===== config.mk =====
export PLATFORM = sky130hd
export DESIGN_NAME = ram_stream_reader_flat
export DESIGN_NICKNAME = d
export VERILOG_FILES = /design/src/rtl/maxpool_pkg.sv /design/src/rtl/ram_stream_reader_if.sv /design/src/rtl/rd_skid_fifo.sv /design/src/rtl/ram_stream_reader.sv /design/src/flat_wrapper.sv
export SDC_FILE = /design/constraint.sdc
export NUM_CORES = 1
export LEC_CHECK = 0
export CAP_MARGIN = 20
export CORE_UTILIZATION = 54
export DETAILED_ROUTE_END_ITERATION = 7
export PLACE_DENSITY = 0.87
export SKIP_LAST_GASP = 1
export SYNTH_ARGS = -nofsm -noshare
export SYNTH_HDL_FRONTEND = slang
export SYNTH_SLANG_ARGS = --single-unit

===== constraint.sdc =====
create_clock -name clk -period 3.32 [get_ports clk]
set_clock_uncertainty 0.15 [all_clocks]
set_input_delay 0.664 -clock clk [delete_from_list [all_inputs] [get_ports clk]]
set_output_delay 0.664 -clock clk [all_outputs]
set_load 0.02 [all_outputs]

===== src/rtl/maxpool_pkg.sv =====
// Shared types and sizing for the first max-pool stage RAM read path.
package maxpool_pkg;

  typedef enum logic [1:0] {
    IDLE  = 2'd0,
    READ  = 2'd1,
    DRAIN = 2'd2
  } rd_state_t;

  localparam int RD_FIFO_DEPTH = 4;
  localparam int RD_PTR_W      = $clog2(RD_FIFO_DEPTH);
  localparam int RD_CNT_W      = RD_PTR_W + 1;

endpackage


===== src/rtl/ram_stream_reader_if.sv =====
// Valid/ready word stream from the RAM reader to the pooling datapath.
interface ram_stream_reader_if #(
  parameter int D_WIDTH = 15
);
  logic [D_WIDTH-1:0] m_data;
  logic               m_valid;
  logic               m_ready;

  modport master (output m_data, output m_valid, input m_ready);
  modport slave  (input m_data, input m_valid, output m_ready);
endinterface


===== src/rtl/rd_skid_fifo.sv =====
// Small output FIFO absorbing RAM read latency and stream back-pressure.
// The head is driven straight from the storage registers, so it carries no
// combinational path from push/pop and stays stable until popped.
module rd_skid_fifo
  import maxpool_pkg::*;
#(
  parameter int D_WIDTH = 15,
  parameter int DEPTH   = RD_FIFO_DEPTH
) (
  input  logic                         clk,
  input  logic                         reset,
  input  logic                         push,
  input  logic [D_WIDTH-1:0]           push_data,
  input  logic                         pop,
  output logic [D_WIDTH-1:0]           head,
  output logic [$clog2(DEPTH):0]       occupancy
);
  localparam int PTR_W = $clog2(DEPTH);

  logic [D_WIDTH-1:0] mem [DEPTH];
  logic [PTR_W-1:0]   wr_ptr;
  logic [PTR_W-1:0]   rd_ptr;

  // Storage and write pointer; cleared so the stream shows zero after reset.
  always_ff @(posedge clk or negedge reset) begin
    if (!reset) begin
      for (int i = 0; i < DEPTH; i++) mem[i] <= '0;
      wr_ptr <= '0;
    end else if (push) begin
      mem[wr_ptr] <= push_data;
      wr_ptr      <= wr_ptr + 1'b1;
    end
  end

  // Read pointer advances on every accepted pop.
  always_ff @(posedge clk or negedge reset) begin
    if (!reset)   rd_ptr <= '0;
    else if (pop) rd_ptr <= rd_ptr + 1'b1;
  end

  // Occupancy: simultaneous push and pop leave it unchanged.
  always_ff @(posedge clk or negedge reset) begin
    if (!reset) begin
      occupancy <= '0;
    end else begin
      unique case ({push, pop})
        2'b10:   occupancy <= occupancy + 1'b1;
        2'b01:   occupancy <= occupancy - 1'b1;
        default: occupancy <= occupancy;
      endcase
    end
  end

  assign head = mem[rd_ptr];

endmodule


===== src/rtl/ram_stream_reader.sv =====
// Sweeps a contiguous run of words out of a registered-read RAM and presents
// them in order on a valid/ready stream. Reads are credit limited so that the
// output FIFO can always accept the word returning one cycle after en_r.
module ram_stream_reader
  import maxpool_pkg::*;
#(
  parameter int A_WIDTH    = 7,
  parameter int ADDR_WIDTH = 10,
  parameter int D_WIDTH    = 15
) (
  input  logic                  clk,
  input  logic                  reset,
  input  logic                  start,
  input  logic [ADDR_WIDTH-1:0] base_addr,
  input  logic [A_WIDTH:0]      count,
  output logic                  busy,
  output logic                  done,
  output logic                  en_r,
  output logic [ADDR_WIDTH-1:0] addr_r,
  input  logic [D_WIDTH-1:0]    dat_read,
  ram_stream_reader_if.master   m_strm
);
  rd_state_t            state;
  rd_state_t            state_nxt;
  logic [A_WIDTH-1:0]   addr_cnt;
  logic [A_WIDTH:0]     remain;
  logic [RD_CNT_W-1:0]  outst;
  logic [RD_CNT_W-1:0]  occ;
  logic                 vld_p1;
  logic                 issue;
  logic                 pop;
  logic                 accept;
  logic                 done_nxt;
  logic                 unused_hi_addr;

  // Address bits above the RAM depth do not take part in the sweep.
  assign unused_hi_addr = ^base_addr[ADDR_WIDTH-1:A_WIDTH];

  assign accept = (state == IDLE) && start && (count != '0);
  assign issue  = (state == READ) && (remain != '0) &&
                  (outst < RD_CNT_W'(RD_FIFO_DEPTH));
  assign pop    = m_strm.m_valid && m_strm.m_ready;

  // State register.
  always_ff @(posedge clk or negedge reset) begin
    if (!reset) state <= IDLE;
    else        state <= state_nxt;
  end

  // Next-state and completion decision.
  always_comb begin
    state_nxt = state;
    done_nxt  = 1'b0;
    unique case (state)
      IDLE: begin
        if (start) begin
          if (count != '0) state_nxt = READ;
          else             done_nxt  = 1'b1;
        end
      end
      READ: begin
        if (issue && (remain == (A_WIDTH+1)'(1))) state_nxt = DRAIN;
      end
      DRAIN: begin
        if (pop && (outst == RD_CNT_W'(1))) begin
          state_nxt = IDLE;
          done_nxt  = 1'b1;
        end
      end
      default: state_nxt = IDLE;
    endcase
  end

  // RAM port and status outputs decoded from state.
  always_comb begin
    en_r   = issue;
    busy   = (state != IDLE);
    addr_r = (state == READ) ? ADDR_WIDTH'(addr_cnt) : '0;
  end

  // Registered one-cycle completion pulse.
  always_ff @(posedge clk or negedge reset) begin
    if (!reset) done <= 1'b0;
    else        done <= done_nxt;
  end

  // Address and remaining-word counters, loaded on an accepted command.
  always_ff @(posedge clk or negedge reset) begin
    if (!reset) begin
      addr_cnt <= '0;
      remain   <= '0;
    end else if (accept) begin
      addr_cnt <= base_addr[A_WIDTH-1:0];
      remain   <= count;
    end else if (issue) begin
      addr_cnt <= addr_cnt + 1'b1;
      remain   <= remain - 1'b1;
    end
  end

  // Outstanding reads: issued but not yet popped from the stream.
  always_ff @(posedge clk or negedge reset) begin
    if (!reset) begin
      outst <= '0;
    end else begin
      unique case ({issue, pop})
        2'b10:   outst <= outst + 1'b1;
        2'b01:   outst <= outst - 1'b1;
        default: outst <= outst;
      endcase
    end
  end

  // p0 -> p1: RAM data is valid the cycle after en_r; reset drops it.
  always_ff @(posedge clk or negedge reset) begin
    if (!reset) vld_p1 <= 1'b0;
    else        vld_p1 <= issue;
  end

  rd_skid_fifo #(
    .D_WIDTH (D_WIDTH),
    .DEPTH   (RD_FIFO_DEPTH)
  ) u_fifo (
    .clk       (clk),
    .reset     (reset),
    .push      (vld_p1),
    .push_data (dat_read),
    .pop       (pop),
    .head      (m_strm.m_data),
    .occupancy (occ)
  );

  assign m_strm.m_valid = (occ != '0);

endmodule

===== src/flat_wrapper.sv =====
// flat-port wrapper written by rule: the top's interface ports become plain ports
module ram_stream_reader_flat import maxpool_pkg::*;
#(
  parameter int A_WIDTH    = 7,
  parameter int ADDR_WIDTH = 10,
  parameter int D_WIDTH    = 15
)
  (clk, reset, start, base_addr, count, busy, done, en_r, addr_r, dat_read, m_strm_m_data, m_strm_m_valid, m_strm_m_ready);
  ram_stream_reader_if #(.D_WIDTH(D_WIDTH)) m_strm_i ();
  input  logic clk;
  input  logic reset;
  input  logic start;
  input  logic [ADDR_WIDTH-1:0] base_addr;
  input  logic [A_WIDTH:0] count;
  output logic busy;
  output logic done;
  output logic en_r;
  output logic [ADDR_WIDTH-1:0] addr_r;
  input  logic [D_WIDTH-1:0] dat_read;
  output wire logic [$bits(m_strm_i.m_data)-1:0] m_strm_m_data;
  output wire logic [$bits(m_strm_i.m_valid)-1:0] m_strm_m_valid;
  input wire logic [$bits(m_strm_i.m_ready)-1:0] m_strm_m_ready;
  assign m_strm_m_data = m_strm_i.m_data;
  assign m_strm_m_valid = m_strm_i.m_valid;
  assign m_strm_i.m_ready = m_strm_m_ready;
  ram_stream_reader #(.A_WIDTH(A_WIDTH), .ADDR_WIDTH(ADDR_WIDTH), .D_WIDTH(D_WIDTH)) u_core (.clk(clk), .reset(reset), .start(start), .base_addr(base_addr), .count(count), .busy(busy), .done(done), .en_r(en_r), .addr_r(addr_r), .dat_read(dat_read), .m_strm(m_strm_i));
endmodule

==> results of run 1 <==
-- state kept, by name, summed over array words and instances (netlist names) --
signal                   flops
u_core.u_fifo.mem           60
u_core.remain                8
u_core.addr_cnt              7
u_core.outst                 3
u_core.u_fifo.occupancy      3
u_core.state                 2
u_core.u_fifo.rd_ptr         2
u_core.u_fifo.wr_ptr         2
u_core.done                  1
u_core.vld_p1                1
-- metrics by stage --
| step | power, mW | instances |
|---|---|---|
| 6_report | 5.48 | 495 |
| 5_1_grt | 5.84 | 495 |
| 4_1_cts | 5.51 | 494 |
| 3_5_place_dp | 4.66 | 478 |
| 3_3_place_gp | 4.50 | 478 |
| 2_1_floorplan | 3.75 | 329 |
-- cell usage in the layout (no fill, tap or decap), types with 2 or more instances in the layout --
master	count
and2_1	7
conb_1	3
o21ai_1	2
ha_1	12
nor2_1	14
a22oi_1	2
a21oi_1	4
o31ai_1	2
or3_1	2
buf_4	6
a221o_1	6
xnor2_1	5
bufinv_16	2
mux2i_1	6
clkdlybuf4s50_1	57
inv_1	14
o21ai_0	5
or4_1	2
nand3_1	4
nor3b_1	5
clkbuf_8	9
nor4_1	6
mux4_2	15
dfrtp_1	89
o211ai_1	2
nand2_1	17
mux2_2	60
inv_6	3
nor2b_1	2
o2111ai_1	3
xor2_1	9
-- cells in the mapped netlist (2+ instances only) --
cell / instances / area [sq um]
mux4_2: 15 / 338
xnor2_1: 5 / 43.8
mux2i_1: 6 / 60.1
o2111ai_1: 3 / 26.3
nor3b_1: 5 / 37.5
buf_4: 3 / 22.5
a22oi_1: 2 / 15.0
nor4_1: 6 / 37.5
o211ai_1: 2 / 15.0
or3_1: 2 / 12.5
clkbuf_1: 9 / 33.8
nand3_1: 4 / 20.0
o21ai_1: 2 / 10.0
inv_1: 14 / 52.6
and2_1: 7 / 43.8
nor2b_1: 2 / 12.5
buf_2: 3 / 15.0
or4_1: 2 / 15.0
o31ai_1: 2 / 15.0
a221o_1: 6 / 60.1
nand2_1: 17 / 63.8
mux2_2: 60 / 676
nor2_1: 14 / 52.6
o21ai_0: 5 / 25.0
dfrtp_1: 89 / 2230
xor2_1: 9 / 78.8
a21oi_1: 4 / 20.0
ha_1: 12 / 150
buf_6: 2 / 22.5
-- area by class of cell --
class                      instances  area [sq um]  share of cell area (%)
clock buffer                       9           124                    2.36
clock inverter                     7          98.8                    1.88
inverter                          15          56.3                    1.07
multi-input combinational        208          1970                    37.5
sequential                        89          2230                    42.4
tap                              102           128                    2.43
timing repair buffer              65           652                    12.4
-- path summary, 6_finish.rpt --
path                                         startpoint                       to  cells past startpoint
worst max-delay path                   u_core.remain[1]                     en_r                      6
worst min-delay path                              reset     u_core.u_fifo.mem[0]                      1
worst max register to register         u_core.remain[1]          u_core.outst[2]                      9
worst min register to register  u_core.u_fifo.rd_ptr[0]  u_core.u_fifo.rd_ptr[0]                      1
max in group asynchronous                         reset  u_core.u_fifo.rd_ptr[0]                      2
min in group clk                u_core.u_fifo.rd_ptr[0]  u_core.u_fifo.rd_ptr[0]                      1
-- logic make-up (layout without fill, tap and decap cells) --
group,after synthesis,after routing
adders and majority gates,13,13
and+or+nand+nor,66,66
buffers and inverters,32,96
xor gates and xnor gates,14,14
muxes,81,81
DFF,89,89
other,1,3
AOI/OAI and AO/OA,31,31
-- where the power goes --
part / internal (mW) / switching, mW
sequential: 1.64 / 0.420
clock: 0.431 / 0.407
combinational: 1.43 / 1.15
-- per-layer routing --
metal  global-route usage [%]  up-vias  routed length (um)
met5                        0        -                   0
met4                     6.48        0                  94
met3                     5.47        9                 415
met2                     40.6       86                4600
met1                     28.6     1391                3580
li1                         -     1292                   -
==> impl_results.md, run 1 <==
* Ratio of cells with drive above 1 in the final layout at 27.0%
* Chip width at between 90 and 100 um
* Final period utilization at between 90 and 100%
* Post-DP Area at between 5000 and 6000 sq um
* Status: finished clean
* Chip Height at 91.6 um
* Nets at between 400 and 500
* CP arrival at approximately 2.3 ns
* Slowest cell on the critical path: or3b_2
* Setup crit end kind: primary output
* Initial Utilization at 55.8%
* Initial antenna violation count at 0
* Rows at 32
* Synth Area in XOR/XNOR at 2.83%
* Later-pin clock latency in the skew report at ~0.36 ns
* Worst setup SP type: flip-flop
* Hold slack at 0.0231 ns
* Number of buffers created by CTS at 9
* Relative slew slack at about half
* PortBufs at 59
* Max incr delay on CP at approximately 0.56 ns
* CP Class: reg2out
* CP cell instances: inv_1 -> ha_1 -> or3b_2 -> o21ai_4 -> inv_2 -> dlygate4sd2_1
* Post-cts resize count at 1
* YS warnings at 0
* Iter 0 DRT Violations at 122
* Final WS setup at 0.237 ns
* Post-Synth Adder-Cell Area at under 10%
* DP Worst Slack at about 0.42 ns
* WL/cell at approximately 18 um
* Sequential area share after synthesis at 51.3%
* Number of diodes at 0
* Design Area, Final at approximately 5300 sq um
* Worst vdd ir at approximately 440 uV
* Pleak at about 2.2 nW
* Remaining global-route overflow at 0
* Top-level I/O count at 66
* Synth Area per Inst at about 13 sq um
* Via count at approximately 2800
* CTS tree: done
* Number of max-cap violations at 0
* CTS root buffer: clkbuf_8
* Worst Path Buf+Inv at 3
* Postcts setup bufs at 0
* Post-synthesis simple-gate area fraction at under 10%
* PD cells at between 1000 and 1500 nW/um^2
* HP Class: in2async
* Pin count of the biggest net entering global routing at 90
* GR Util All Layers at 23.2%
* P&R area growth vs syn at 21.1%
* Reg clk slew, reported paths at around 0.090 ns
* RSZ-0062 raised after global routing: no
* Setup_tns at 0 ns
* CTS Hold Bufs at 0
* Final weighted congestion in routability-driven placement at slightly above 0.8
* Die area at about 8400 sq um
* CP delay by family, top: simple AND/OR/NAND/NOR gates
* Async S/R FF share, synth at 100%
* Fin. max-slew vios at 0
* Clk buf depth at 2
* FF+latch count, synth at around 90
* Final setup viols at 0
* Mux share of post-synthesis cell area at 24.7%
* Htree depth at 3
* WP data required at ~2.5 ns
* Yosys cell types at 44
* Vias in the first global route at 2986
* Detailed Routing Iterations Pass 1 at 4
* WL final at 8690 um
* Number of synthesized flops with an enable pin at 0
* Fin. Hold Viols at 0
* Mapped Area at 4340 sq um
* Largest fanout on the critical path at 9
* Synth Flop Type: dfrtp_1
* Post-layout min period at slightly above 3 ns
* Combinational family with the most area after synthesis: multiplexers
* Fraction of the mapped netlist area in compound gates at approximately 5.4%
* CTS Sinks at 89
* Residual DRC at 0
* Slew @ Worst Pin at about 0.75 ns
* First-pass GRT wire length at about 15000 um
* Flop-to-flop setup slack at 0.77 ns
* Hpwl dp at 5760 um
* Fmax at 324 MHz
* Final core occ at around 68%
* Vias per cell at 5.61
* CORE AREA at slightly below 8000 sq um
* Fill count at 571
* Antenna viol nets, final at 0
* Mapped Cells at 327
Power figures use the tool's default switching activity.
==> inputs of run 2 (changes only) <==
--- a/config.mk
+++ b/config.mk
@@ -6,7 +6,9 @@
 export NUM_CORES = 1
 export LEC_CHECK = 0
 export CAP_MARGIN = 20
-export CORE_UTILIZATION = 54
+export CELL_PAD_IN_SITES_DETAIL_PLACEMENT = 0
+export CELL_PAD_IN_SITES_GLOBAL_PLACEMENT = 2
+export CORE_UTILIZATION = 37
 export DETAILED_ROUTE_END_ITERATION = 7
 export PLACE_DENSITY = 0.87
 export SKIP_LAST_GASP = 1
==> run 2 against run 1 <==
Net effect:
- total power rose by 0.85%
- non-clock buffer count rose by 1
- worst setup slack improved by 0.10 ns
- register-to-register slack got worse by 0.07 ns
- critical path type unchanged
- critical endpoint is now m_strm_m_data[8]
- largest cell class unchanged
- largest power group unchanged
==> impl_results.md, run 2 (same netlist as run 1, synthesis figures left out) <==
* Max reg flops at 60 (unchanged)
* PortBufs at 59 (unchanged)
* Number of max-cap violations at 0 (unchanged)
* Fin. max-slew vios at 0 (unchanged)
* Slew @ Worst Pin at 0.797 ns (was 0.745 ns)
* WP data required at 2.51 ns (about the same)
* Number of buffers created by CTS at 9 (unchanged)
* Most common cell after layout, fill and taps aside: dfrtp_1 (unchanged)
* Later-pin clock latency in the skew report at 0.34 ns (was 0.36 ns)
* Setup crit end kind: primary output (unchanged)
* WL final at 8590 um (was 8690 um)
* Number of diodes at 0 (unchanged)
* Fin. Hold Viols at 0 (unchanged)
* Pin count of the biggest net entering global routing at 90 (unchanged)
* CP arrival at 2.17 ns (was 2.27 ns)
* Chip Height at 110 um (was 91.6 um)
* Post-layout min period at 2.98 ns (was 3.08 ns)
* Chip width at 110 um (was 91.6 um)
* Initial antenna violation count at 0 (unchanged)
* Vias in the first global route at 2883 (was 2986)
* CORE AREA at 11400 sq um (was 7770 sq um)
* CTS Hold Bufs at 0 (unchanged)
* Antenna viol nets, final at 0 (unchanged)
* Nets at 439 (was 438)
* Residual DRC at 0 (unchanged)
* Largest fanout on the critical path at 15 (was 9)
* Htree depth at 3 (unchanged)
* Iter 0 DRT Violations at 99 (was 122)
* Fill count at 1044 (was 571)
* CP Class: reg2out (unchanged)
* Worst setup SP type: flip-flop (unchanged)
* Rows at 39 (was 32)
* Final setup viols at 0 (unchanged)
* Relative slew slack at 46.8% (was 50.2%)
* Design Area, Final at 5360 sq um (was 5250 sq um)
* CTS root buffer: clkbuf_16 (was clkbuf_8)
* Pleak at 2.24 nW (was 2.21 nW)
* Cells after DPL at 520 (was 478)
* Clk buf depth at 2 (unchanged)
* Die area at 12200 sq um (was 8400 sq um)
* HP Class: in2async (unchanged)
* Layout Cells excl Fill at 537 (was 495)
* Flop-to-flop setup slack at 0.70 ns (was 0.77 ns)
* GR Util All Layers at 15.7% (was 23.2%)
* Most frequent cells in the layout: dfrtp_1 (89), mux2_2 (60), clkdlybuf4s50_1 (57) (unchanged)
* Post-DP Area at 5060 sq um (was 5000 sq um)
* Hpwl dp at 5720 um (was 5760 um)
* P&R area growth vs syn at 23.5% (was 21.1%)
* Fmax at 336 MHz (was 324 MHz)
* Final weighted congestion in routability-driven placement at 0.765 (was 0.826)
* Remaining global-route overflow at 0 (unchanged)
* Largest registers: u_core.u_fifo.mem (60), u_core.remain (8), u_core.addr_cnt (7) (unchanged)
* Via count at 2752 (was 2778)
* PD cells at 1030 nW/um^2 (was 1040 nW/um^2)
* Setup_tns at 0 ns (unchanged)
* Vias per cell at 5.12 (was 5.61)
* Worst vdd ir at 671 uV (was 441 uV)
* RSZ-0062 raised after global routing: no (unchanged)
* Detailed Routing Iterations Pass 1 at 4 (unchanged)
* CP cell instances: buf_4 -> mux4_2 -> clkdlybuf4s50_1 (was inv_1 -> ha_1 -> or3b_2 -> o21ai_4 -> inv_2 -> dlygate4sd2_1)
* Initial Utilization at 38.0% (was 55.8%)
* Top-level I/O count at 66 (unchanged)
* CTS tree: done (unchanged)
* Reg clk slew, reported paths at 0.06 ns (was 0.09 ns)
* Final period utilization at 89.7% (was 92.9%)
* CTS Sinks at 89 (unchanged)
* Slowest cell on the critical path: mux4_2 (was or3b_2)
* WL/cell at 16.0 um (was 17.6 um)
* Ratio of cells with drive above 1 in the final layout at 26.9% (was 27.0%)
* Status: finished clean (unchanged)
* Most flops, register: u_core.u_fifo.mem (unchanged)
* First-pass GRT wire length at 14000 um (was 14800 um)
* Max incr delay on CP at 0.57 ns (was 0.56 ns)
-- run 2: area by class of cell --
cell class	count	area, sq um	area share, %
Clock buffer	10	229	4.27
Timing Repair Buffer	66	656	12.2
Clock inverter	6	42.5	0.794
Multi-Input combinational cell	208	1970	36.7
Inverter	15	56.3	1.05
Tap cell	143	179	3.34
Sequential cell	89	2230	41.6
-- run 2: path summary, 6_finish.rpt --
path | startpoint | end | depth (start not counted)
max in group asynchronous | reset | u_core.u_fifo.mem[17] | 2
min | reset | u_core.u_fifo.mem[31] | 1
max reg2reg | u_core.remain[0] | u_core.outst[2] | 9
min reg2reg | u_core.u_fifo.occupancy[2] | u_core.u_fifo.occupancy[2] | 1
max | u_core.u_fifo.rd_ptr[0] | m_strm_m_data[8] | 3
min in group clk | u_core.u_fifo.occupancy[2] | u_core.u_fifo.occupancy[2] | 1
-- run 2: timing repair --
item	CTS	global route
setup endpoints to repair	0	1
endpoints found under the hold margin	0	0
setup buffers	0	0
resized for setup	0	1
-- run 2: report_power, final --
group	internal, mW	total [mW]	switching (mW)
registers	1.64	2.04	0.394
clock network	0.508	0.928	0.420
logic	1.43	2.56	1.13
total	3.58	5.52	1.94
-- run 2: layer usage --
metal / share of wire, % / global-route usage [%]
met5: 0 / 0
met2: 49 / 26.5
met3: 5.1 / 5.11
met4: 0.73 / 4.51
met1: 45 / 19.1
-- run 2: stage by stage --
step	utilization [%]	total power, mW	hold WS [ns]	setup slack, ns
detailed placement	44.3	4.64	0.335	0.399
CTS	46.7	5.60	0.344	0.0138
global placement	44.3	4.56	0.323	0.413
global route	46.9	5.93	0.218	0.234
finish	46.9	5.52	0.177	0.341
floorplan	-	3.75	0.218	0.874
-- run 2: worst max-delay path, delay by kind of cell, from the launching register on --
kind,cells,cell delay (ns)
buffers and inverters,2,0.87
flip-flops,1,0.38
multiplexers,1,0.57
==> inputs of run 3 (changes only) <==
--- a/config.mk
+++ b/config.mk
@@ -8,9 +8,9 @@
 export CAP_MARGIN = 20
 export CELL_PAD_IN_SITES_DETAIL_PLACEMENT = 0
 export CELL_PAD_IN_SITES_GLOBAL_PLACEMENT = 2
-export CORE_UTILIZATION = 37
+export CORE_UTILIZATION = 40
 export DETAILED_ROUTE_END_ITERATION = 7
-export PLACE_DENSITY = 0.87
+export PLACE_DENSITY = 0.92
 export SKIP_LAST_GASP = 1
 export SYNTH_ARGS = -nofsm -noshare
 export SYNTH_HDL_FRONTEND = slang
==> constraint.sdc (replaced) <==
create_clock -name clk -period 3.49 [get_ports clk]
set_clock_uncertainty 0.15 [all_clocks]
set_input_delay 0.698 -clock clk [delete_from_list [all_inputs] [get_ports clk]]
set_output_delay 0.698 -clock clk [all_outputs]
set_load 0.02 [all_outputs]
==> run 3 against run 2 <==
Net effect:
- clock power fell by 22%
- cell count fell by 1.3%
- design area fell by 1.1%
- sequential share of layout area rose by 0.48 points
- first-iteration DRC count fell by 16%
- sequential cell count did not move
- total power fell by 7.4%
- routed wire length fell by 1.7%
- non-clock buffer count did not move
- die area fell by 7.4%
- critical path depth rose by 3
- sequential power fell by 4%
- critical path type unchanged
- largest power group unchanged
==> impl_results.md, run 3 (same netlist as run 1, synthesis figures left out) <==
* Postcts setup bufs at 0 (unchanged)
* Final period utilization at roughly 96%
* Htree depth at 3 (unchanged)
* Chip Height at 106 um (was 110 um)
* Most frequent cells in the layout: dfrtp_1 (89), mux2_2 (60), clkdlybuf4s50_1 (58) (was dfrtp_1 (89), mux2_2 (60), clkdlybuf4s50_1 (57))
* CP Class: reg2out (unchanged)
* Number of diodes at 0 (unchanged)
* CTS Hold Bufs at 0 (unchanged)
* Internal power at 3.28 mW (was 3.58 mW)
* GR Util All Layers at 16.3% (was 15.7%)
* CP cell instances: inv_1 -> ha_1 -> or3b_2 -> o21ai_4 -> inv_2 -> clkdlybuf4s50_1 (was buf_4 -> mux4_2 -> clkdlybuf4s50_1)
* Hold slack at 0.0863 ns (was 0.177 ns)
* Post-cts resize count at 0 (unchanged)
* CORE AREA at 10400 sq um (was 11400 sq um)
* Nets at 439 (unchanged)
* Antenna viol nets, final at 0 (unchanged)
* Max incr delay on CP at 0.57 ns (about the same)
* PortBufs at 59 (unchanged)
* WP data required at 2.64 ns (was 2.51 ns)
* Most common cell after layout, fill and taps aside: dfrtp_1 (unchanged)
* Sw Share at 35.9% (was 35.2%)
* CTS root buffer: clkbuf_8 (was clkbuf_16)
* Fin. max-slew vios at 0 (unchanged)
* CTS Sinks at 89 (unchanged)
* Iter 0 DRT Violations at 83 (was 99)
* Largest fanout on the critical path at 9 (was 15)
* Final setup viols at 0 (unchanged)
* Rows at 37 (was 39)
* Worst vdd ir at 456 uV (was 671 uV)
* Comb pwr share at 47.6% (was 46.3%)
* Clock power frac at 14.2% (was 16.8%)
* PD cells at 966 nW/um^2 (was 1030 nW/um^2)
* Pin count of the biggest net entering global routing at 90 (unchanged)
* Reg clk slew, reported paths at 0.10 ns (was 0.06 ns)
* Vias in the first global route at 2908 (was 2883)
* Slew @ Worst Pin at 0.796 ns (was 0.797 ns)
* Number of max-cap violations at 0 (unchanged)
* Setup crit end kind: primary output (unchanged)
* Fmax at approximately 300 MHz
* Top-level I/O count at 66 (unchanged)
* Initial antenna violation count at 0 (unchanged)
* Worst reg2reg path depth at 9 (unchanged)
* Relative slew slack at 46.8% (about the same)
* Setup_tns at 0 ns (unchanged)
* Largest registers: u_core.u_fifo.mem (60), u_core.remain (8), u_core.addr_cnt (7) (unchanged)
* Remaining global-route overflow at 0 (unchanged)
* Pleak at 2.20 nW (was 2.24 nW)
* Status: finished clean (unchanged)
* Clk buf depth at 2 (unchanged)
* WL final at 8450 um (was 8590 um)
* HP Class: in2async (unchanged)
* Vias per cell at 5.18 (was 5.12)
* Max reg flops at 60 (unchanged)
* Worst setup SP type: flip-flop (unchanged)
* Final weighted congestion in routability-driven placement at 0.870 (was 0.765)
* Later-pin clock latency in the skew report at 0.35 ns (was 0.34 ns)
* Number of buffers created by CTS at 9 (unchanged)
* Most flops, register: u_core.u_fifo.mem (unchanged)
* P&R area growth vs syn at 22.1% (was 23.5%)
* Switch Pwr at 1.84 mW (was 1.94 mW)
* Detailed Routing Iterations Pass 1 at 4 (unchanged)
* Fill count at 939 (was 1044)
* Reg power frac at 38.2% (was 36.9%)
* WL/cell at 15.9 um (was 16.0 um)
* RSZ-0062 raised after global routing: no (unchanged)
* Via count at 2744 (was 2752)
* Hpwl dp at 5660 um (was 5720 um)
* First-pass GRT wire length at 14200 um (was 14000 um)
* Die area at 11300 sq um (was 12200 sq um)
* Fin. Hold Viols at 0 (unchanged)
* Chip width at 106 um (was 110 um)
* Ratio of cells with drive above 1 in the final layout at 26.9% (unchanged)
* Residual DRC at 0 (unchanged)
* Final core occ at 50.8% (was 46.9%)
* CTS tree: done (unchanged)
* Post-layout min period at roughly 3.3 ns
* Initial Utilization at 41.6% (was 38.0%)
* CP arrival at 2.49 ns (was 2.17 ns)
* Slowest cell on the critical path: or3b_2 (was mux4_2)
run 3: cell count changes in the layout (fill, tap and decap cells not counted), moves of 2 or more:
cell / previous run / this run
clkinvlp_4: 2 / 0
clkinv_2: 2 / 0
inv_6: 1 / 3
clkbuf_16: 9 / 0
clkbuf_8: 0 / 9
run 3: per-stage QoR:
step / instances / worst slack, ns / cell area (sq um) / power [mW]
finish: 530 / 0.155 / 5300 / 5.12
global route: 530 / 0.0175 / 5300 / 5.50
CTS: 529 / 0.116 / 5270 / 5.18
detailed placement: 513 / 0.523 / 5070 / 4.44
global placement: 513 / 0.547 / 5070 / 4.35
floorplan: 329 / 1.03 / 4350 / 3.56
run 3: per-layer routing:
metal / track usage [%] / up-vias / share of wire [%]
met4: 5.06 / 0 / 1.3
met3: 3.99 / 11 / 4.7
li1: - / 1298 / -
met5: 0 / - / 0
met1: 20.4 / 1365 / 45
met2: 27.7 / 70 / 49
run 3: critical path, delay by kind of cell (launching register included):
| family | cells | cell delay (ns) |
|---|---|---|
| AND/OR/NAND/NOR | 1 | 0.57 |
| buffers and inverters | 3 | 0.75 |
| AO/OA/AOI/OAI | 1 | 0.17 |
| flip-flops | 1 | 0.44 |
| adder cells (fa/ha/maj) | 1 | 0.20 |
run 3: final cells by class:
type,instances,area (sq um),share of cell area [%]
clock inverter,6,73.8,1.39
timing repair buffer,66,673,12.7
sequential,89,2230,42.1
multi-input combinational,208,1970,37.2
tap,136,170,3.21
clock buffer,10,128,2.41
inverter,15,56.3,1.06
run 3: power by group through the flow:
stage                     Clock (mW)  Sequential, mW  Combinational [mW]
after floorplan                    0            1.82                1.75
after global placement             0            1.94                2.41
after detailed placement           0            1.97                2.47
after CTS                      0.753            1.95                2.48
after global routing           0.789            2.03                2.68
final                          0.727            1.95                2.44
run 3: path summary, 6_finish.rpt:
kind	from	endpoint	slack, ns
max	u_core.remain[0]	en_r	0.16
min	reset	u_core.u_fifo.mem[56]	0.09
max reg2reg	u_core.remain[0]	u_core.outst[2]	0.91
min reg2reg	u_core.u_fifo.occupancy[2]	u_core.u_fifo.occupancy[2]	0.35
max in group asynchronous	reset	u_core.outst[2]	2.47
min in group clk	u_core.u_fifo.occupancy[2]	u_core.u_fifo.occupancy[2]	0.35
